File: src/rtl/div_unit_if.sv
// ============================================================================
// Module      : div_unit_if
// Description : Operand/result bundle between the E stage and the divider.
// Revision    : 1.0
// ============================================================================
`default_nettype none

interface div_unit_if;
    logic [31:0] a;
    logic [31:0] b;
    logic        signed_div;
    logic        start;
    logic        annul;
    logic [63:0] result;
    logic        ready;

    modport master (
        output a, b, signed_div, start, annul,
        input  result, ready
    );

    modport slave (
        input  a, b, signed_div, start, annul,
        output result, ready
    );
endinterface

`default_nettype wire

File: src/rtl/div_unit.sv
// ============================================================================
// Module      : div_unit
// Description : 32-cycle restoring divider for MIPS DIV/DIVU, {rem, quo} out.
// Revision    : 1.0
// ============================================================================
`default_nettype none

module div_unit (
    input  logic        clk,
    input  logic        rst,
    div_unit_if.slave   dif
);

    typedef enum logic [1:0] {
        S_IDLE = 2'd0,
        S_BUSY = 2'd1,
        S_ZERO = 2'd2,
        S_DONE = 2'd3
    } state_t;

    state_t      r_state;
    logic [31:0] r_rem;
    logic [31:0] r_quo;
    logic [31:0] r_div;
    logic        r_qneg;
    logic        r_rneg;
    logic [5:0]  r_cnt;
    logic [63:0] r_result;
    logic        r_ready;

    logic        w_a_neg;
    logic        w_b_neg;
    logic [31:0] w_a_abs;
    logic [31:0] w_b_abs;
    logic [32:0] w_shift;
    logic [32:0] w_diff;
    logic [31:0] w_rem_next;
    logic [31:0] w_quo_next;
    logic [31:0] w_rem_final;
    logic [31:0] w_quo_final;

    // 0x80000000 negates to itself, which is the correct unsigned magnitude.
    assign w_a_neg     = dif.signed_div & dif.a[31];
    assign w_b_neg     = dif.signed_div & dif.b[31];
    assign w_a_abs     = w_a_neg ? (~dif.a + 32'd1) : dif.a;
    assign w_b_abs     = w_b_neg ? (~dif.b + 32'd1) : dif.b;

    assign w_shift     = {r_rem, r_quo[31]};
    assign w_diff      = w_shift - {1'b0, r_div};
    assign w_rem_next  = w_diff[32] ? w_shift[31:0] : w_diff[31:0];
    assign w_quo_next  = {r_quo[30:0], ~w_diff[32]};
    assign w_quo_final = r_qneg ? (~w_quo_next + 32'd1) : w_quo_next;
    assign w_rem_final = r_rneg ? (~w_rem_next + 32'd1) : w_rem_next;

    always_ff @(posedge clk or posedge rst) begin
        if (rst) begin
            r_state  <= S_IDLE;
            r_rem    <= 32'd0;
            r_quo    <= 32'd0;
            r_div    <= 32'd0;
            r_qneg   <= 1'b0;
            r_rneg   <= 1'b0;
            r_cnt    <= 6'd0;
            r_result <= 64'd0;
            r_ready  <= 1'b0;
        end else begin
            r_ready <= 1'b0;
            case (r_state)
                S_IDLE: begin
                    if (dif.start && !dif.annul) begin
                        if (dif.b == 32'd0) begin
                            r_state <= S_ZERO;
                        end else begin
                            r_rem   <= 32'd0;
                            r_quo   <= w_a_abs;
                            r_div   <= w_b_abs;
                            r_qneg  <= w_a_neg ^ w_b_neg;
                            r_rneg  <= w_a_neg;
                            r_cnt   <= 6'd0;
                            r_state <= S_BUSY;
                        end
                    end
                end
                S_ZERO: begin
                    if (dif.annul) begin
                        r_state <= S_IDLE;
                    end else begin
                        r_result <= 64'd0;
                        r_ready  <= 1'b1;
                        r_state  <= S_DONE;
                    end
                end
                S_BUSY: begin
                    if (dif.annul) begin
                        r_state <= S_IDLE;
                    end else begin
                        r_rem <= w_rem_next;
                        r_quo <= w_quo_next;
                        r_cnt <= r_cnt + 6'd1;
                        if (r_cnt == 6'd31) begin
                            r_result <= {w_rem_final, w_quo_final};
                            r_ready  <= 1'b1;
                            r_state  <= S_DONE;
                        end
                    end
                end
                S_DONE: begin
                    // start here belongs to the completing instruction.
                    r_state <= S_IDLE;
                end
                default: begin
                    r_state <= S_IDLE;
                end
            endcase
        end
    end

    assign dif.result = r_result;
    assign dif.ready  = r_ready;

endmodule

`default_nettype wire

File: src/flat_wrapper.sv
// flat-port wrapper written by rule: the top's interface ports become plain ports
module div_unit_flat 
  (clk, rst, dif_a, dif_b, dif_signed_div, dif_start, dif_annul, dif_result, dif_ready);
  div_unit_if dif_i ();
  input  logic clk;
  input  logic rst;
  input wire logic [$bits(dif_i.a)-1:0] dif_a;
  input wire logic [$bits(dif_i.b)-1:0] dif_b;
  input wire logic [$bits(dif_i.signed_div)-1:0] dif_signed_div;
  input wire logic [$bits(dif_i.start)-1:0] dif_start;
  input wire logic [$bits(dif_i.annul)-1:0] dif_annul;
  output wire logic [$bits(dif_i.result)-1:0] dif_result;
  output wire logic [$bits(dif_i.ready)-1:0] dif_ready;
  assign dif_i.a = dif_a;
  assign dif_i.b = dif_b;
  assign dif_i.signed_div = dif_signed_div;
  assign dif_i.start = dif_start;
  assign dif_i.annul = dif_annul;
  assign dif_result = dif_i.result;
  assign dif_ready = dif_i.ready;
  div_unit u_core (.clk(clk), .rst(rst), .dif(dif_i));
endmodule
File: config.mk
export PLATFORM = sky130hd
export DESIGN_NAME = div_unit_flat
export DESIGN_NICKNAME = d
export VERILOG_FILES = /design/src/rtl/div_unit_if.sv /design/src/rtl/div_unit.sv /design/src/flat_wrapper.sv
export SDC_FILE = /design/constraint.sdc
export NUM_CORES = 1
export LEC_CHECK = 0
export ABC_AREA = 1
export BUFFER_PORTS_ARGS = -buffer_cell sky130_fd_sc_hd__buf_2
export CORE_ASPECT_RATIO = 1.1
export CORE_UTILIZATION = 45
export CTS_BUF_LIST = sky130_fd_sc_hd__clkbuf_4
export CTS_CLUSTER_SIZE = 16
export DETAILED_ROUTE_END_ITERATION = 10
export MAX_ROUTING_LAYER = met4
export PLACE_DENSITY = 0.72
export SETUP_SLACK_MARGIN = 0.2
export SYNTH_ARGS = -nofsm -noshare
export SYNTH_HDL_FRONTEND = slang
export SYNTH_SLANG_ARGS = --single-unit
File: constraint.sdc
create_clock -name clk -period 17.65 [get_ports clk]
set_input_delay 3.53 -clock clk [delete_from_list [all_inputs] [get_ports clk]]
set_output_delay 3.53 -clock clk [all_outputs]
set_load 0.02 [all_outputs]
==> flow_summary.toml <==
[detailed_routing]
wirelength_mm = 41.0
dr.pass1.iters = 9
num_vias = 13653
drt_iter0_drc = 1113
viasPerCell = 5.39
antenna_left = 0
wire_per_inst_microns = 16.2
drc_errors = 4

[worst_hold_path]
hp-start = "u_core.dif.result[58]"
holdCritPathClass = "reg2reg"

[clocking]
clock_latency_ns = 0.62
clock_sinks = 171
cts-resized-gates = 0
root_buffer = "clkbuf_4"
clk_pin_slew_ns = 0.14
postCtsSetupBuffers = 0
clockBufferDepth = 2
cts_hold_buf = 0
cts_buffers = 17
cts_max_level = 4
cts_tree = "built"

[grt]
grt_pass1_wl_mm = 65.4
grt_use_met1_pct = 36.4
grt_start_max_net_pins = 94
gr-max-usage-layer = "met2"
grt-ovfl-total = 0
groute.layer.met3.usage_pct = 2.92
grt_use_total_pct = 28.4
antenna_found_initial = 1
grt_pass1_vias = 12494
grt_use_met2_pct = 46.1

[die]
die_y_microns = 182
ios = 134
coreArea_sq_um = 28800
initial_core_util_pct = 46.0
die_w_microns = 166
num_rows = 65
dieArea_sq_um = 30100

[setup_path]
critPathLaunchType = "input port"
critPathCaptureType = "flop"
crit_type = "in2reg"
cp_max_fo = 39
crit_start = "dif_b[0]"
r2r-start = "u_core.r_quo[31]"
arrival_ns = 7.61
crit_required_ns = 18.13

[timing]
tns_ns = 0
period_minus_slack_ns = 7.13
setup_viol = 0
hold_viol = 0
tightest_slew_ns = 1.21
drv_slew = 0
timing.final.crit_share_pct = 40.4
finClkSkew_ns = 0.0393
relSlewSlack_pct = 19.1
rsz0062_at_grt = "no"
fmax_mhz = 140

[synth]
ys_seq_area_share_pct = 32.3
ys_ff_latch = 171
synth_top_area_share_pct = 32.3
yosysWarnings = 0
synth_area_leaders = "dfrtp_1 (32%), nand2_1 (19%), inv_1 (8.2%)"
avgSynthCellArea_sq_um = 6.46
netlist_instances = 2052
synth_enable_flop_cells = 0
synth_most_common_cell = "nand2_1"
yosysUniqueCellTypes = 54
async_flop_share_pct = 100
ys.flop_type = "dfrtp_1"
synth_nets = 2163
synth_area_leader_cell = "dfrtp_1"
netlist_area_sq_um = 13300
ys_top_cells_by_count = "nand2_1 (682), inv_1 (289), nor2_1 (187)"

[placed_design]
gp_congestion = 0.998
place_hpwl_mm = 32.3
io_buffers = 133

[layout]
area_growth_syn_to_layout_pct = 9.36
fin_nets = 2262
drive_gt1_share_pct = 11.0
fillers = 3024

[run]
cap_violations = 0

[status]
violations = "DRC"
status = "complete, but fails checks"
cell type report:
cell class	instances	area [sq um]	share of cell area, %
multi-input combinational	1525	7590	52.4
sequential	171	4280	29.5
inverter	297	1120	7.73
timing repair buffer	139	711	4.90
tap	368	460	3.18
clock inverter	13	194	1.34
clock buffer	18	135	0.932
antenna	1	2.50	0.0173
registers in the layout, indices dropped and copies added, names as in the netlist:
register and flops:
u_core.dif.result 64, u_core.r_cnt 6, u_core.r_div 32, u_core.r_state 2
u_core.r_quo 32, u_core.r_qneg 1, u_core.r_rneg 1, u_core.dif.ready 1
u_core.r_rem 32
per-layer routing:
| metal | share of wire [%] | up-vias |
|---|---|---|
| met2 | 47 | 487 |
| li1 | - | 6759 |
| met4 | 3.4 | 0 |
| met5 | 0 | - |
| met3 | 5.4 | 76 |
| met1 | 44 | 6331 |
path summary, 6_finish.rpt:
kind / end / slack [ns] / cells past startpoint
max in group asynchronous: u_core.dif.result[35] / 13.09 / 3
worst max register to register: u_core.dif.result[28] / 12.46 / 31
min in group asynchronous: u_core.r_rem[26] / 3.05 / 2
worst min-delay path: u_core.dif.result[58] / 0.50 / 2
worst min register to register: u_core.dif.result[58] / 0.50 / 2
worst max-delay path: u_core.r_quo[23] / 10.52 / 15
worst max-delay path, stage by stage:
cell and delay, ns:
buf_2 0.09, inv_1 0.05, ha_1 0.23, nand4_1 0.12, inv_1 0.09, nand3_1 0.10
nor2_1 0.09, nand3_1 0.08, nand2_1 0.07, o21ai_1 0.08, nand2_1 0.07, buf_4 0.26
nor2_2 0.89, clkinv_1 1.29, o221ai_1 0.56
per-stage QoR:
stage	util, %	area [sq um]	worst slack, ns	hold slack, ns	instances
CTS	50.3	14500	10.60	0.501	2531
global placement	49.2	14200	10.07	0.464	2500
global route	50.3	14500	10.13	0.522	2532
floorplan	-	13300	9.49	0.453	2052
detailed placement	49.2	14200	9.96	0.465	2500
finish	50.3	14500	10.52	0.495	2532
cells in the final DEF, fill, tap and decap left out, types with 18 or more instances in the layout:
master,netlist,routed
a21oi_1,64,64
a22oi_1,27,27
buf_2,6,133
clkbuf_4,0,18
dfrtp_1,171,171
ha_1,41,41
inv_1,289,287
nand2_1,682,682
nand2_2,23,23
nand3_1,119,119
nand4_1,23,23
nor2_1,187,185
nor3_1,18,18
o21ai_0,133,133
o21ai_1,18,18
o22ai_1,29,29
xor2_1,55,55
logic make-up (layout without fill, tap and decap cells):
kind of cell    Yosys count  after routing  share of synthesized area, %
compound gates          311            311                          13.5
simple gates           1104           1104                          35.2
xor+xnor                 68             68                          4.49
other cells               0              1                             0
fa+ha+maj                42             42                          4.02
flops                   171            171                          32.3
buf+inv                 356            467                          10.5
Power is not shown: default switching activity piles up to over one toggle a cycle in this logic, so the estimate is an artifact.
